<file path="src/rtl/mux_pkg.sv">
// Shared definitions for the registered round-robin multiplexer:
// select-mode encodings and a constant-evaluable clog2 helper.
package mux_pkg;

    localparam logic MODE_FIXED = 1'b0;
    localparam logic MODE_RR    = 1'b1;

    // Width needed to index 'value' entries; never less than 1 bit.
    function automatic int clog2(input int value);
        int w;
        w = 0;
        for (int p = 1; p < value; p = p * 2) begin
            w++;
        end
        return (w < 1) ? 1 : w;
    endfunction

endpackage

</file>
<file path="src/rtl/rr_arbiter.sv">
// Combinational rotating-priority arbiter. Searches ptr+1, ptr+2, ...
// modulo N and grants the first requesting channel. Holds no state; the
// pointer register belongs to the parent.
module rr_arbiter
    import mux_pkg::*;
#(
    parameter  int N     = 4,
    localparam int SEL_W = clog2(N)
) (
    input  logic [N-1:0]     req,
    input  logic [SEL_W-1:0] ptr,
    input  logic             en,
    output logic [SEL_W-1:0] grant_idx,
    output logic             grant_vld
);

    // Walk the channels in rotated order and keep the first requester.
    always_comb begin
        int idx;
        logic [SEL_W-1:0] cand;
        // NOTE: every output gets a default before the search loop, so no
        // path through this block leaves a value unassigned (no latch).
        grant_idx = '0;
        grant_vld = 1'b0;
        idx       = 0;
        cand      = '0;
        for (int off = 1; off <= N; off++) begin
            // NOTE: blocking assignments here because later loop
            // iterations must see the values written by earlier ones.
            idx  = (int'(ptr) + off) % N;
            cand = SEL_W'(idx);
            if (en && !grant_vld && req[cand]) begin
                grant_vld = 1'b1;
                grant_idx = cand;
            end
        end
    end

endmodule

</file>
<file path="src/rtl/mux_rr_reg.sv">
// N-channel, WIDTH-bit registered multiplexer with per-channel valid/ready,
// a single-entry output register and fixed or round-robin selection.
// Optional build macro MUX_STATS_EN adds a 16-bit wrapping count of output
// handshakes on port xfer_count.
module mux_rr_reg
    import mux_pkg::*;
#(
    parameter  int WIDTH = 16,
    parameter  int N     = 4,
    localparam int SEL_W = clog2(N)
) (
    input  logic                 clk,
    input  logic                 rst_n,
    input  logic [N*WIDTH-1:0]   in_data,
    input  logic [N-1:0]         in_valid,
    output logic [N-1:0]         in_ready,
    input  logic                 mode,
    input  logic [SEL_W-1:0]     sel,
    output logic [WIDTH-1:0]     out_data,
    output logic                 out_valid,
    input  logic                 out_ready,
`ifdef MUX_STATS_EN
    output logic [15:0]          xfer_count,
`endif
    output logic [SEL_W-1:0]     out_ch
);

    logic [WIDTH-1:0] chan_data [N];
    logic [SEL_W-1:0] rr_ptr;
    logic [SEL_W-1:0] rr_idx;
    logic             rr_vld;
    logic             rr_en;
    logic [SEL_W-1:0] grant_idx;
    logic             grant_vld;
    logic             fix_vld;
    logic             load_en;
    logic             accept;

    for (genvar i = 0; i < N; i++) begin : g_unpack
        assign chan_data[i] = in_data[i*WIDTH +: WIDTH];
    end

    assign rr_en = (mode == MODE_RR);

    rr_arbiter #(.N(N)) u_arb (
        .req       (in_valid),
        .ptr       (rr_ptr),
        .en        (rr_en),
        .grant_idx (rr_idx),
        .grant_vld (rr_vld)
    );

    // Pick the granted channel: external select (range-checked) or arbiter.
    always_comb begin
        fix_vld   = 1'b0;
        grant_idx = '0;
        grant_vld = 1'b0;
        if (int'(sel) < N) begin
            fix_vld = in_valid[sel];
        end
        if (mode == MODE_RR) begin
            grant_idx = rr_idx;
            grant_vld = rr_vld;
        end else begin
            grant_idx = sel;
            grant_vld = fix_vld;
        end
    end

    // The output register can take a word when empty or draining this cycle;
    // nothing is accepted while reset is asserted.
    assign load_en = ~out_valid | out_ready;
    assign accept  = rst_n & grant_vld & load_en;

    // One-hot ready back to the granted producer only.
    always_comb begin
        in_ready = '0;
        if (accept) begin
            in_ready[grant_idx] = 1'b1;
        end
    end

    // Output register and round-robin pointer; load wins over plain drain.
    always_ff @(posedge clk) begin
        // NOTE: non-blocking assignments for all registered state so every
        // flop samples the values from before the clock edge.
        if (!rst_n) begin
            // NOTE: only control/output flops live here and all are reset;
            // a held word is discarded, there is no storage array to clear.
            out_valid <= 1'b0;
            out_data  <= '0;
            out_ch    <= '0;
            rr_ptr    <= SEL_W'(N - 1);
        end else if (accept) begin
            out_data  <= chan_data[grant_idx];
            out_ch    <= grant_idx;
            out_valid <= 1'b1;
            if (mode == MODE_RR) begin
                rr_ptr <= grant_idx;
            end
        end else if (out_ready) begin
            out_valid <= 1'b0;
        end
    end

`ifdef MUX_STATS_EN
    // Count consumer handshakes, wrapping naturally at 16 bits.
    always_ff @(posedge clk) begin
        if (!rst_n) begin
            xfer_count <= '0;
        end else if (out_valid && out_ready) begin
            xfer_count <= xfer_count + 16'd1;
        end
    end
`endif

endmodule
</file>
<file path="config.mk">
export PLATFORM = sky130hd
export DESIGN_NAME = mux_rr_reg
export DESIGN_NICKNAME = d
export VERILOG_FILES = /design/src/rtl/mux_pkg.sv /design/src/rtl/rr_arbiter.sv /design/src/rtl/mux_rr_reg.sv
export SDC_FILE = /design/constraint.sdc
export NUM_CORES = 1
export LEC_CHECK = 0
export BUFFER_PORTS_ARGS = -buffer_cell sky130_fd_sc_hd__buf_2
export CAP_MARGIN = 5
export CORE_MARGIN = 10
export CORE_UTILIZATION = 30
export DETAILED_ROUTE_END_ITERATION = 7
export SYNTH_ARGS = -nofsm -noshare
export SYNTH_HDL_FRONTEND = slang
export SYNTH_HIERARCHICAL = 1
export SYNTH_SLANG_ARGS = --single-unit
</file>
<file path="constraint.sdc">
create_clock -name clk -period 2.9 [get_ports clk]
set_input_delay 0.29 -clock clk [delete_from_list [all_inputs] [get_ports clk]]
set_output_delay 0.29 -clock clk [all_outputs]
set_load 0.1 [all_outputs]
</file>
### Yosys cells after proc, flatten, opt, wreduce, memory -nomap -nowiden

Index checks and enable logic that the tools add are counted.

* add/subtract/negate cells: 4
* multipliers: 0
* div/mod/pow operators: 0
* magnitude comparators: 8
* equality and inequality tests: 0
* shift operators: 0
* mux-type cells: 28
* bitwise operators: 5
* reductions and logical operators: 13

Operators with widths (count)
* 16-bit binary-select mux with 2-bit select: 1
* 16-bit two-way mux: 2
* 2-bit by 3-bit less-than comparator with 1-bit output, second input constant: 6
* 1-bit two-way mux: 13
* 1-bit binary-select mux with 2-bit select: 5
* 2-bit two-way mux: 5
* 1-bit logical AND: 8
* 2-bit by 1-bit adder with 2-bit output, second input constant: 2
* 2-bit adder, second input constant: 2
* 4-bit two-way mux: 1
* 3-bit >= comparator, second input constant: 1
* 1-bit zero test: 3
* 2-bit NOT with 3-bit output: 1
* 1-bit AND: 2
* 1-bit demux with 2-bit select: 1
* 2-bit by 1-bit >= comparator with 1-bit output, second input constant: 1
* 2-bit AND reduction: 1
* 2-bit nonzero test: 1
* 1-bit NOT: 1
* 1-bit OR: 1

* bits in registers: 21
* latch bits: 0
* bits in writable memories: 0
* ROM bits: 0
* input port bits: 74
* output and inout bits: 23
* word-level logic and storage cells: 62
* memories: 0

### Depth between registers and ports, before layout

Gate-level depths: netlist (run 1).

* depth in word-level cells: 23
* depth in mapped cells: 7

### Cells and area by module

The synthesis (run 1) kept the hierarchy.

Modules (own cells, without submodules)
* mux_rr_reg: instances 1, cells an instance 84, area an instance 1191.1 um^2, seq. area each 420.4 um^2
* rr_arbiter: instances 1, cells an instance 17, area an instance 125.1 um^2, seq. area each 0.0 um^2

### Worst setup path before layout (run 1)

OpenSTA, ideal clock, no wires.

* path type: register to output
* from: reg out_valid
* to: out in_ready[3]
* data arrival time: 3.886 ns
* required time: 2.610 ns
* path slack: -1.276 ns
* stages on the path, launching flop included: 7
* path buffers: 2
* path through: dfxtp_1 -> nand2b_1 -> and3_1 -> clkbuf_1 -> o21a_1 -> buf_2 -> nor3b_1

* cells in the longest elaborated chain, start to end: 4

RTL lines
* start, declared: line mux_rr_reg.sv:20 `output logic out_valid,`
* start signal, assigned: line mux_rr_reg.sv:90 `out_valid <= 1'b0;`
* start signal, assigned: line mux_rr_reg.sv:97 `out_valid <= 1'b1;`
* start signal, assigned: line mux_rr_reg.sv:102 `out_valid <= 1'b0;`
* 1-bit NOT: line mux_rr_reg.sv:72 `assign load_en = ~out_valid | out_ready;`
* 1-bit OR: line mux_rr_reg.sv:72
* 1-bit AND: line mux_rr_reg.sv:73 `assign accept = rst_n & grant_vld & load_en;`
* 4-bit two-way mux: line mux_rr_reg.sv:78 `if (accept) begin`
* end, declared: line mux_rr_reg.sv:16 `output logic [N-1:0] in_ready,`

Every way passes these cells.

### Worst setup path after layout (run 1)

* from: reg rr_ptr[0]
* to: out in_ready[0]

* cells in the longest elaborated chain, start to end: 23
* elaborated cells on any way between the ends: 40

RTL lines
* start, declared: line mux_rr_reg.sv:29 `logic [SEL_W-1:0] rr_ptr;`
* start signal, assigned: line mux_rr_reg.sv:93 `rr_ptr <= SEL_W'(N - 1);`
* start signal, assigned: line mux_rr_reg.sv:99 `rr_ptr <= grant_idx;`
* 2-bit by 1-bit adder with 2-bit output: line rr_arbiter.sv:30 `idx = (int'(ptr) + off) % N;`
* 1-bit binary-select mux with 2-bit select: line rr_arbiter.sv:32 `if (en && !grant_vld && req[cand]) begin`
* 1-bit two-way mux (implied by the code): line rr_arbiter.sv:32
* 1-bit logical AND: line rr_arbiter.sv:32
* 1-bit two-way mux: line rr_arbiter.sv:32
* 1-bit zero test: line rr_arbiter.sv:32
* 1-bit logical AND (2 in a row): line rr_arbiter.sv:32
* 1-bit two-way mux: line rr_arbiter.sv:32
* (+7 left out)
* 2-bit two-way mux *: line rr_arbiter.sv:32
* named net rr_idx[1]: line mux_rr_reg.sv:30 `logic [SEL_W-1:0] rr_idx;`
* 2-bit two-way mux *: line mux_rr_reg.sv:61 `if (mode == MODE_RR) begin`
* 2-bit by 3-bit less-than comparator with 1-bit output (implied by the code) / 2-bit by 1-bit >= comparator with 1-bit output (equally long branches): line mux_rr_reg.sv:79 `in_ready[grant_idx] = 1'b1;`
* 1-bit logical AND (implied by the code): line mux_rr_reg.sv:79
* 1-bit two-way mux (implied by the code): line mux_rr_reg.sv:79
* 1-bit demux with 2-bit select *: line mux_rr_reg.sv:79
* 4-bit two-way mux *: line mux_rr_reg.sv:78

The timed path passes the listed nets; every way through them passes the cells marked *. The select of a mux whose other input is x is not followed.

==> summary.md, run 1 <==
| Metric | Value |
|---|---|
| Hold/Removal Path Class | `input port to flop` |
| CTS tree | `yes` |
| Max Clock Freq | `395.3 MHz` |
| Logic pwr share | `47.9%` |
| Most common cell in the netlist | `dfxtp_1` |
| Slew @ Worst Pin | `0.7126 ns` |
| Critical path data required time | `2.61 ns` |
| Post-synth EDFFs | `0` |
| Pleak | `0.0009682 uW` |
| Antenna violations before repair | `0` |
| Post-synth ARST share | `0%` |
| Min Clock Period, post-route | `2.530 ns` |
| Final hold vios | `0` |
| Most instantiated cells after synthesis | `21 x dfxtp_1, 17 x mux4_2, 15 x a22o_2` |
| Wire per inst | `18.89 um` |
| Critical path class | `flop to primary output` |
| CTS Buffer Depth | `2` |
| Avg Vias per Cell | `5.117` |
| PD cells | `513.3 mW/mm2` |
| Nets | `270` |
| RSZ-0062 raised after global routing | `no` |
| Setup crit start kind | `flop` |
| DPL Wire Length | `3856 um` |
| Sequential share of power | `32.9%` |
| Net switching power | `435.2 uW` |
| Clk root buf | `clkbuf_8` |
| Setup Fix Bufs, Post-CTS | `0` |
| Sw Share | `42.86%` |
| Grt total ovfl | `0` |
| DR pass1 iterations | `4` |
| Total Die Area | `0.007437 mm2` |
| Synth Cell Area | `0.001316 mm2` |
| Reg clk slew, reported paths | `0.08 ns` |
| Main synth FF type | `dfxtp_1` |
| Crit share post-route | `87.23%` |
| Slew Limit Fails | `0` |
| Critical-path maximum fanout | `21` |
| Register-to-Register Setup Slack | `0.39 ns` |
| Status | `completed` |
| Area Overhead vs Synth | `50.29%` |
| Met2 Use GR | `19.41%` |
| Critical Path Sink Type | `primary output` |
| Die Y | `86.24 um` |
| Core Box Area | `0.004294 mm2` |
| Largest area contributor in the netlist | `dfxtp_1` |
| Clock sinks | `21` |
| Clock latency at the later pin of the worst-skew pair | `0.26 ns` |
| Hold slack | `0.2652 ns` |
| Antenna Cells | `0` |
| Hold buffers post-CTS | `0` |
| Setup Skew | `0.003355 ns` |
| Seq/Total Area, Yosys | `31.94%` |
| Arr. time, crit path | `2.24 ns` |
| First-pass GRT wire length | `7251 um` |
| Synth top area cells | `dfxtp_1 32%, mux4_2 29%, a22o_2 11%` |
| Syn_nets | `175` |
| Busiest grt layer | `met2` |
| Global Route Usage Sum | `12.11%` |
| TNS Setup | `0 ns` |
| Design Area, Final | `0.001978 mm2` |
| H-tree depth | `1` |
| DR vias | `1264` |
| Max-Cap Viols | `0` |
| Total Power | `1015 uW` |
| Placed cell area | `0.001932 mm2` |
| TritonCTS Buffers | `3` |
| M3 GR Usage | `4.878%` |
| DRT iter0 DRCs | `28` |
| GR Layer Usage met1 | `14.62%` |
| DRC Markers | `0` |
| Clock share of power | `19.2%` |
| Post-synthesis cell count | `101` |
| Ports | `97` |
| YS warnings | `6` |
| Number of nets with antenna violations after routing | `0` |
| Final setup fails | `0` |
| Vias in the first global route | `1413` |
| Synthesized flop and latch total | `21` |
| Largest net degree at the start of global routing | `22` |
| Worst VDD drop | `176.1 uV` |
| Syn Area/Cell | `13.03 um2` |
| Total Wirelength | `4666 um` |
| Die width | `86.24 um` |
| # port buffers | `96` |
| Post-CTS Resized | `0` |
| Cell Rows | `24` |
| Slew HR | `52.44%` |
| P_int | `580.1 uW` |
| Final GP Congestion | `0.8744` |
| Share of layout cells above drive strength 1 | `72.31%` |
| Unique cell type count in the Yosys netlist | `27` |
| Starting Density | `30.65%` |
| Top cell type's share of synthesized area | `31.94%` |
[routing by layer]
| layer | vias to the layer above | part of all wire [%] |
|---|---|---|
| li1 | 606 | - |
| met1 | 593 | 45 |
| met2 | 63 | 45 |
| met3 | 2 | 9.9 |
| met4 | 0 | 0.49 |
| met5 | - | 0 |
[sequential cells by signal (all words and copies together) (netlist names)]
register   cells
rr_ptr         2
out_valid      1
out_ch         2
out_data      16
[stage by stage]
stage	instances	worst slack (ns)	utilization [%]
final	247	0.3702	46.07
after global routing	247	0.1802	46.07
after CTS	247	0.3465	46.07
after detailed placement	243	0.3756	44.99
after global placement	243	0.4321	44.99
after floorplan	101	0.09242	-
[critical path: stages (launching register included)]
cell     delay, ns
dfxtp_1       0.40
and2b_1       0.20
o21a_1        0.17
o311a_1       0.32
mux2i_2       0.15
buf_4         0.30
and3_1        0.25
buf_12        0.18
[logic make-up after synthesis]
kind of cell	count (synthesis)	share of synthesized area (%)
muxes	24	34.41
and+or+nand+nor	17	9.032
DFF	21	31.94
buffers and inverters	9	3.992
AOI/OAI and AO/OA	30	20.63
[placed cells by master (no fill, tap or decap), drive strengths merged, types with 2 or more instances in the layout]
cell and n:
a21boi 3, a22o 16, and2b 2, and3 2, and3b 3, buf 99, clkbuf 3, dfxtp 21
mux2i 7, mux4 17, nand2 2, nor2 2, nor3b 2, o21a 2, o21ai 3, o311a 3
[worst paths after layout]
check,startpoint,depth (start not counted),endpoint
worst max register to register,rr_ptr[1],7,out_data[3]
worst min-delay path,rst_n,2,rr_ptr[0]
worst min register to register,out_data[7],1,out_data[7]
worst max-delay path,rr_ptr[0],7,in_ready[0]
[final cells by class]
class | instances | area (um2)
fill | 426 | 2316
multi-input combinational | 71 | 870.8
timing repair buffer | 99 | 575.6
sequential | 21 | 420.4
tap | 52 | 65.06
clock buffer | 3 | 41.29
clock inverter | 1 | 5.005
[power by group through the flow]
stage                     clock network [uW]  registers (uW)  logic [uW]
final                                    195             335         486
after global routing                     214             338         512
after CTS                                208             335         491
after detailed placement                   0             341         490
after global placement                     0             341         486
after floorplan                            0             539         169
Note: power is estimated with default switching activity, not from simulation.
==> inputs of run 2 (changes only) <==
ABC_CLOCK_PERIOD_IN_PS = 2900   (was unset)
PLACE_DENSITY_LB_ADDON = 0.12   (was unset)
==> summary.md, run 2 (synthesis gave the netlist of run 1 again) <==
| Metric | Value |
|---|---|
| Antenna Cells | `0` |
| Starting Density | `30.65%` |
| # port buffers | `96` |
| Vias in the first global route | `1440` |
| Clock latency at the later pin of the worst-skew pair | `0.26 ns` |
| PD cells | `511.4 mW/mm2` |
| R2R Path Start | `rr_ptr[1]` |
| Area Overhead vs Synth | `49.90%` |
| Arr. time, crit path | `2.27 ns` |
| DR vias | `1256` |
| Final setup fails | `0` |
| Number of nets with antenna violations after routing | `0` |
| Cells on worst reg2reg path | `7` |
| Net switching power | `430.7 uW` |
| Setup crit start kind | `flop` |
| Hold/Removal Path Class | `input port to flop` |
| Global Route Usage Sum | `11.75%` |
| Clock sinks | `21` |
| Nets | `271` |
| Worst stage delay on the critical path | `0.40 ns` |
| Core Box Area | `0.004294 mm2` |
| CTS tree | `yes` |
| Reg clk slew, reported paths | `0.08 ns` |
| Footprint of the multi-input gates | `870.8 um2` |
| Wire per inst | `18.19 um` |
| Hold buffers post-CTS | `0` |
| DRT iter0 DRCs | `14` |
| Slew HR | `54.08%` |
| Setup Fix Bufs, Post-CTS | `0` |
| HP Start | `rst_n` |
| FF+latch area | `420.4 um2` |
| Register-to-Register Setup Slack | `0.62 ns` |
| Ports | `97` |
| Slew Limit Fails | `0` |
| Die width | `86.24 um` |
| DRC Markers | `0` |
| Worst path cell trace | `and2b_1 > o21a_1 > o311a_1 > mux2i_2 > buf_4 > and3b_1 > buf_12` |
| Antenna violations before repair | `0` |
| TNS Setup | `0 ns` |
| Reg with most FFs | `out_data` |
| Share of layout cells above drive strength 1 | `72.45%` |
| Sequential share of power | `33.1%` |
| CTS Buffer Depth | `2` |
| Post-CTS Resized | `0` |
| Commonest non-fill, non-tap cells in the layout | `92 x buf_2, 21 x dfxtp_1, 17 x mux4_2` |
| Largest register FFs | `16` |
| Sw Share | `42.69%` |
| Critical-path maximum fanout | `21` |
| Cell Rows | `24` |
| DR pass1 iterations | `4` |
| DPL Wire Length | `3761 um` |
| Largest net degree at the start of global routing | `22` |
| Max-Cap Viols | `0` |
| H-tree depth | `1` |
| Status | `completed` |
| Final GP Congestion | `0.7193` |
| Clk root buf | `clkbuf_8` |
| Clock share of power | `18.9%` |
| Grt total ovfl | `0` |
| Reg2reg end | `out_data[14]` |
| Setup Skew | `0.001587 ns` |
| Critical Path Sink Type | `primary output` |
| Util after Layout | `45.95%` |
| Pleak | `0.0009677 uW` |
| Min Clock Period, post-route | `2.562 ns` |
| Hold endpoint | `rr_ptr[0]` |
| First-pass GRT wire length | `7141 um` |
| Worst VDD drop | `167.8 uV` |
| P_int | `578.3 uW` |
| Total Wirelength | `4511 um` |
| Slew @ Worst Pin | `0.6880 ns` |
| Crit share post-route | `88.35%` |
| Critical path data required time | `2.61 ns` |
| Total Die Area | `0.007437 mm2` |
| Slowest CP cell | `dfxtp_1` |
| Final hold vios | `0` |
| Logic pwr share | `47.9%` |
| Critical path class | `flop to primary output` |
| Avg Vias per Cell | `5.065` |
| Regs by FF count | `out_data (16), out_ch (2), rr_ptr (2)` |
| Hold path depth | `2` |
| TritonCTS Buffers | `3` |
| Max Clock Freq | `390.3 MHz` |
| RSZ-0062 raised after global routing | `no` |
| Die Y | `86.24 um` |
| Fill count | `421` |
| Commonest non-fill, non-tap cell in the layout | `buf_2` |
==> run 2: changes by cell type in the layout (fill, tap and decap cells not counted) <==
cell	before	now
buf_4	2	4
buf_12	5	4
==> run 2: per-layer routing <==
metal | vias up | share of wire (%) | track usage, % | routed length [um]
li1 | 612 | - | - | -
met1 | 588 | 38 | 12.74 | 1711
met2 | 54 | 50 | 19.13 | 2242
met3 | 2 | 11 | 5.722 | 517
met4 | 0 | 0.91 | 5.007 | 41
met5 | - | 0 | 0 | 0
==> run 2: critical path, delay by kind of cell, from the launching register on <==
kind | cells | cell delay, ns
AO/OA/AOI/OAI | 2 | 0.49
buffers and inverters | 2 | 0.49
flip-flops | 1 | 0.40
multiplexers | 1 | 0.14
AND/OR/NAND/NOR | 2 | 0.47
==> run 2: worst max path at each step <==
stage	from	endpoint	slack [ns]	depth (start not counted)
after floorplan	out_valid	in_ready[3]	0.09	6
after global placement	rr_ptr[0]	in_ready[0]	0.67	7
after detailed placement	rr_ptr[1]	out_data[14]	0.61	7
after CTS	rr_ptr[0]	in_ready[0]	0.33	7
after global routing	rr_ptr[0]	in_ready[1]	0.23	7
final	rr_ptr[0]	in_ready[1]	0.34	7
==> run 2: cell type report <==
| cell class | count | area share (%) |
|---|---|---|
| timing repair buffer | 100 | 28.92 |
| multi-input combinational | 71 | 44.13 |
| tap | 52 | 3.297 |
| sequential | 21 | 21.31 |
| clock inverter | 1 | 0.2536 |
| clock buffer | 3 | 2.093 |
==> run 2: per-stage QoR <==
stage / cells / hold WS, ns / setup WS [ns] / area, um2 / power (uW)
floorplan: 101 / 0.3519 / 0.09242 / 1328 / 707.5
CTS: 248 / 0.2598 / 0.3320 / 1973 / 1027
global placement: 244 / 0.4550 / 0.6710 / 1927 / 821.5
detailed placement: 244 / 0.4602 / 0.6053 / 1927 / 829.8
finish: 248 / 0.2630 / 0.3377 / 1973 / 1009
global route: 248 / 0.2686 / 0.2297 / 1973 / 1062
==> run 2: power by group through the flow <==
stage,logic [uW],clock network (uW),registers (uW)
floorplan,169,0,539
global placement,482,0,340
detailed placement,489,0,341
CTS,490,202,335
global route,509,215,338
finish,483,191,334
==> inputs of run 3 (changes only) <==
ABC_CLOCK_PERIOD_IN_PS = 2250   (was 2900)
CTS_CLUSTER_DIAMETER = 150   (was unset)
clock period = 2.25 ns   (was 2.9 ns; I/O delays follow)
==> summary.md, run 3 (synthesis gave the netlist of run 1 again) <==
| Metric | Value |
|---|---|
| RSZ-0062 raised after global routing | `yes` |
| Starting Density | `30.65%` |
| DRC Markers | `0` |
| Share of layout cells above drive strength 1 | `78.47%` |
| Clk root buf | `clkbuf_8` |
| First-pass GRT wire length | `7279 um` |
| Die width | `86.24 um` |
| Reg with most FFs | `out_data` |
| Final hold vios | `0` |
| Slew Limit Fails | `0` |
| Worst stage delay on the critical path | `0.36 ns` |
| Final GP Congestion | `0.8414` |
| Largest net degree at the start of global routing | `14` |
| Min Clock Period, post-route | `2.278 ns` |
| Avg Vias per Cell | `4.996` |
| Critical path data required time | `2.03 ns` |
| Critical-path maximum fanout | `6` |
| Die Y | `86.24 um` |
| Worst VDD drop | `233.2 uV` |
| CP bufs+invs | `2` |
| Antenna violations before repair | `0` |
| Slew HR | `66.64%` |
| Arr. time, crit path | `2.05 ns` |
| WL met3 | `502 um` |
| Grt total ovfl | `0` |
| Wire per inst | `18.09 um` |
| Number of nets with antenna violations after routing | `0` |
| Pleak | `0.001046 uW` |
| Detail Route met2 WL | `2397 um` |
| Worst path cell trace | `and2b_1 > o21a_1 > o311a_1 > mux2i_2 > buf_6 > and3b_2 > buf_12` |
| DR pass1 iterations | `4` |
| Final worst slack | `-0.02818 ns` |
| Slowest CP cell | `dfxtp_2` |
| Clock latency at the later pin of the worst-skew pair | `0.26 ns` |
| DPL Wire Length | `3861 um` |
| Max Clock Freq | `438.9 MHz` |
| Nets | `284` |
| Total Die Area | `0.007437 mm2` |
| Top delay family on crit path | `compound AO/OA/AOI/OAI gates` |
| Largest register FFs | `16` |
| Hold/Removal Path Class | `input port to flop` |
| Slew @ Worst Pin | `0.5039 ns` |
| Global Route Usage Sum | `11.79%` |
| Total Wirelength | `4722 um` |
| Status | `complete, but fails checks` |
| Regs by FF count | `out_data (16), out_ch (2), rr_ptr (2)` |
| Antenna Cells | `0` |
| Ports | `97` |
| Area Overhead vs Synth | `62.64%` |
| Crit share post-route | `101.3%` |
| DRT iter0 DRCs | `34` |
| Max Used Layer | `met4` |
| Setup Skew | `0.001697 ns` |
| DR vias | `1304` |
| Hold slack | `0.1989 ns` |
| Final setup fails | `4` |
| Reg clk slew, reported paths | `0.08 ns` |
| Setup crit start kind | `flop` |
| PD cells | `636.8 mW/mm2` |
| CTS Buffer Depth | `2` |
| Core Box Area | `0.004294 mm2` |
| H-tree depth | `1` |
| Met1 wire length | `1785 um` |
| Cell Rows | `24` |
| Clock sinks | `21` |
| Vias in the first global route | `1461` |
| CTS tree | `yes` |
| Failing checks | `setup timing` |
| Commonest non-fill, non-tap cells in the layout | `92 x buf_2, 18 x dfxtp_1, 17 x mux4_2` |
| Max-Cap Viols | `0` |
| Total Power | `1363 uW` |
| Critical Path Sink Type | `primary output` |
| TritonCTS Buffers | `3` |
| # port buffers | `96` |
| Commonest non-fill, non-tap cell in the layout | `buf_2` |
| Critical path class | `flop to primary output` |
-- run 3: final timing paths --
path                             startpoint     endpoint  slack, ns  cells past startpoint
worst min register to register  out_data[7]  out_data[7]       0.48                      1
worst max register to register    rr_ptr[1]  out_data[0]       0.06                      7
worst max-delay path              rr_ptr[0]  in_ready[2]      -0.03                      7
worst min-delay path                  rst_n    rr_ptr[1]       0.20                      2
-- run 3: area by class of cell --
| cell class | instances | area (um2) |
|---|---|---|
| timing repair buffer | 113 | 714.4 |
| multi-input combinational | 71 | 888.4 |
| clock inverter | 1 | 5.005 |
| clock buffer | 3 | 41.29 |
| tap | 52 | 65.06 |
| fill | 433 | 2153 |
| sequential | 21 | 426.7 |
-- run 3: stage by stage --
stage | area (um2) | util (%) | setup WS (ns) | setup TNS (ns) | instances
2_1_floorplan | 1338 | - | -0.1266 | -0.2742 | 101
3_3_place_gp | 1994 | 46.45 | 0.03778 | 0 | 249
3_5_place_dp | 1994 | 46.45 | -0.01754 | -0.05407 | 249
4_1_cts | 2085 | 48.54 | -0.01358 | -0.02607 | 258
5_1_grt | 2141 | 49.85 | -0.1045 | -0.3628 | 261
6_report | 2141 | 49.85 | -0.02818 | -0.06752 | 261
-- run 3: what timing repair did --
item | 4_1_cts | 5_1_grt
pin swaps | 0 | 2
gates cloned | 0 | 1
buffers inserted | 5 | 2
endpoints found under the setup margin | 18 | 12
gates resized for setup | 4 | 4
hold buffers | 0 | 0
-- run 3: report_power, final --
part | switching, uW | internal [uW] | total [uW]
Sequential | 20.5 | 411 | 431
Clock | 130 | 123 | 253
Combinational | 425 | 254 | 679
-- run 3: per-layer routing --
layer / global-route usage [%] / up-vias
li1: - / 633
met1: 12.97 / 613
met2: 20.35 / 56
met3: 4.784 / 2
met4: 3.535 / 0
met5: 0 / -
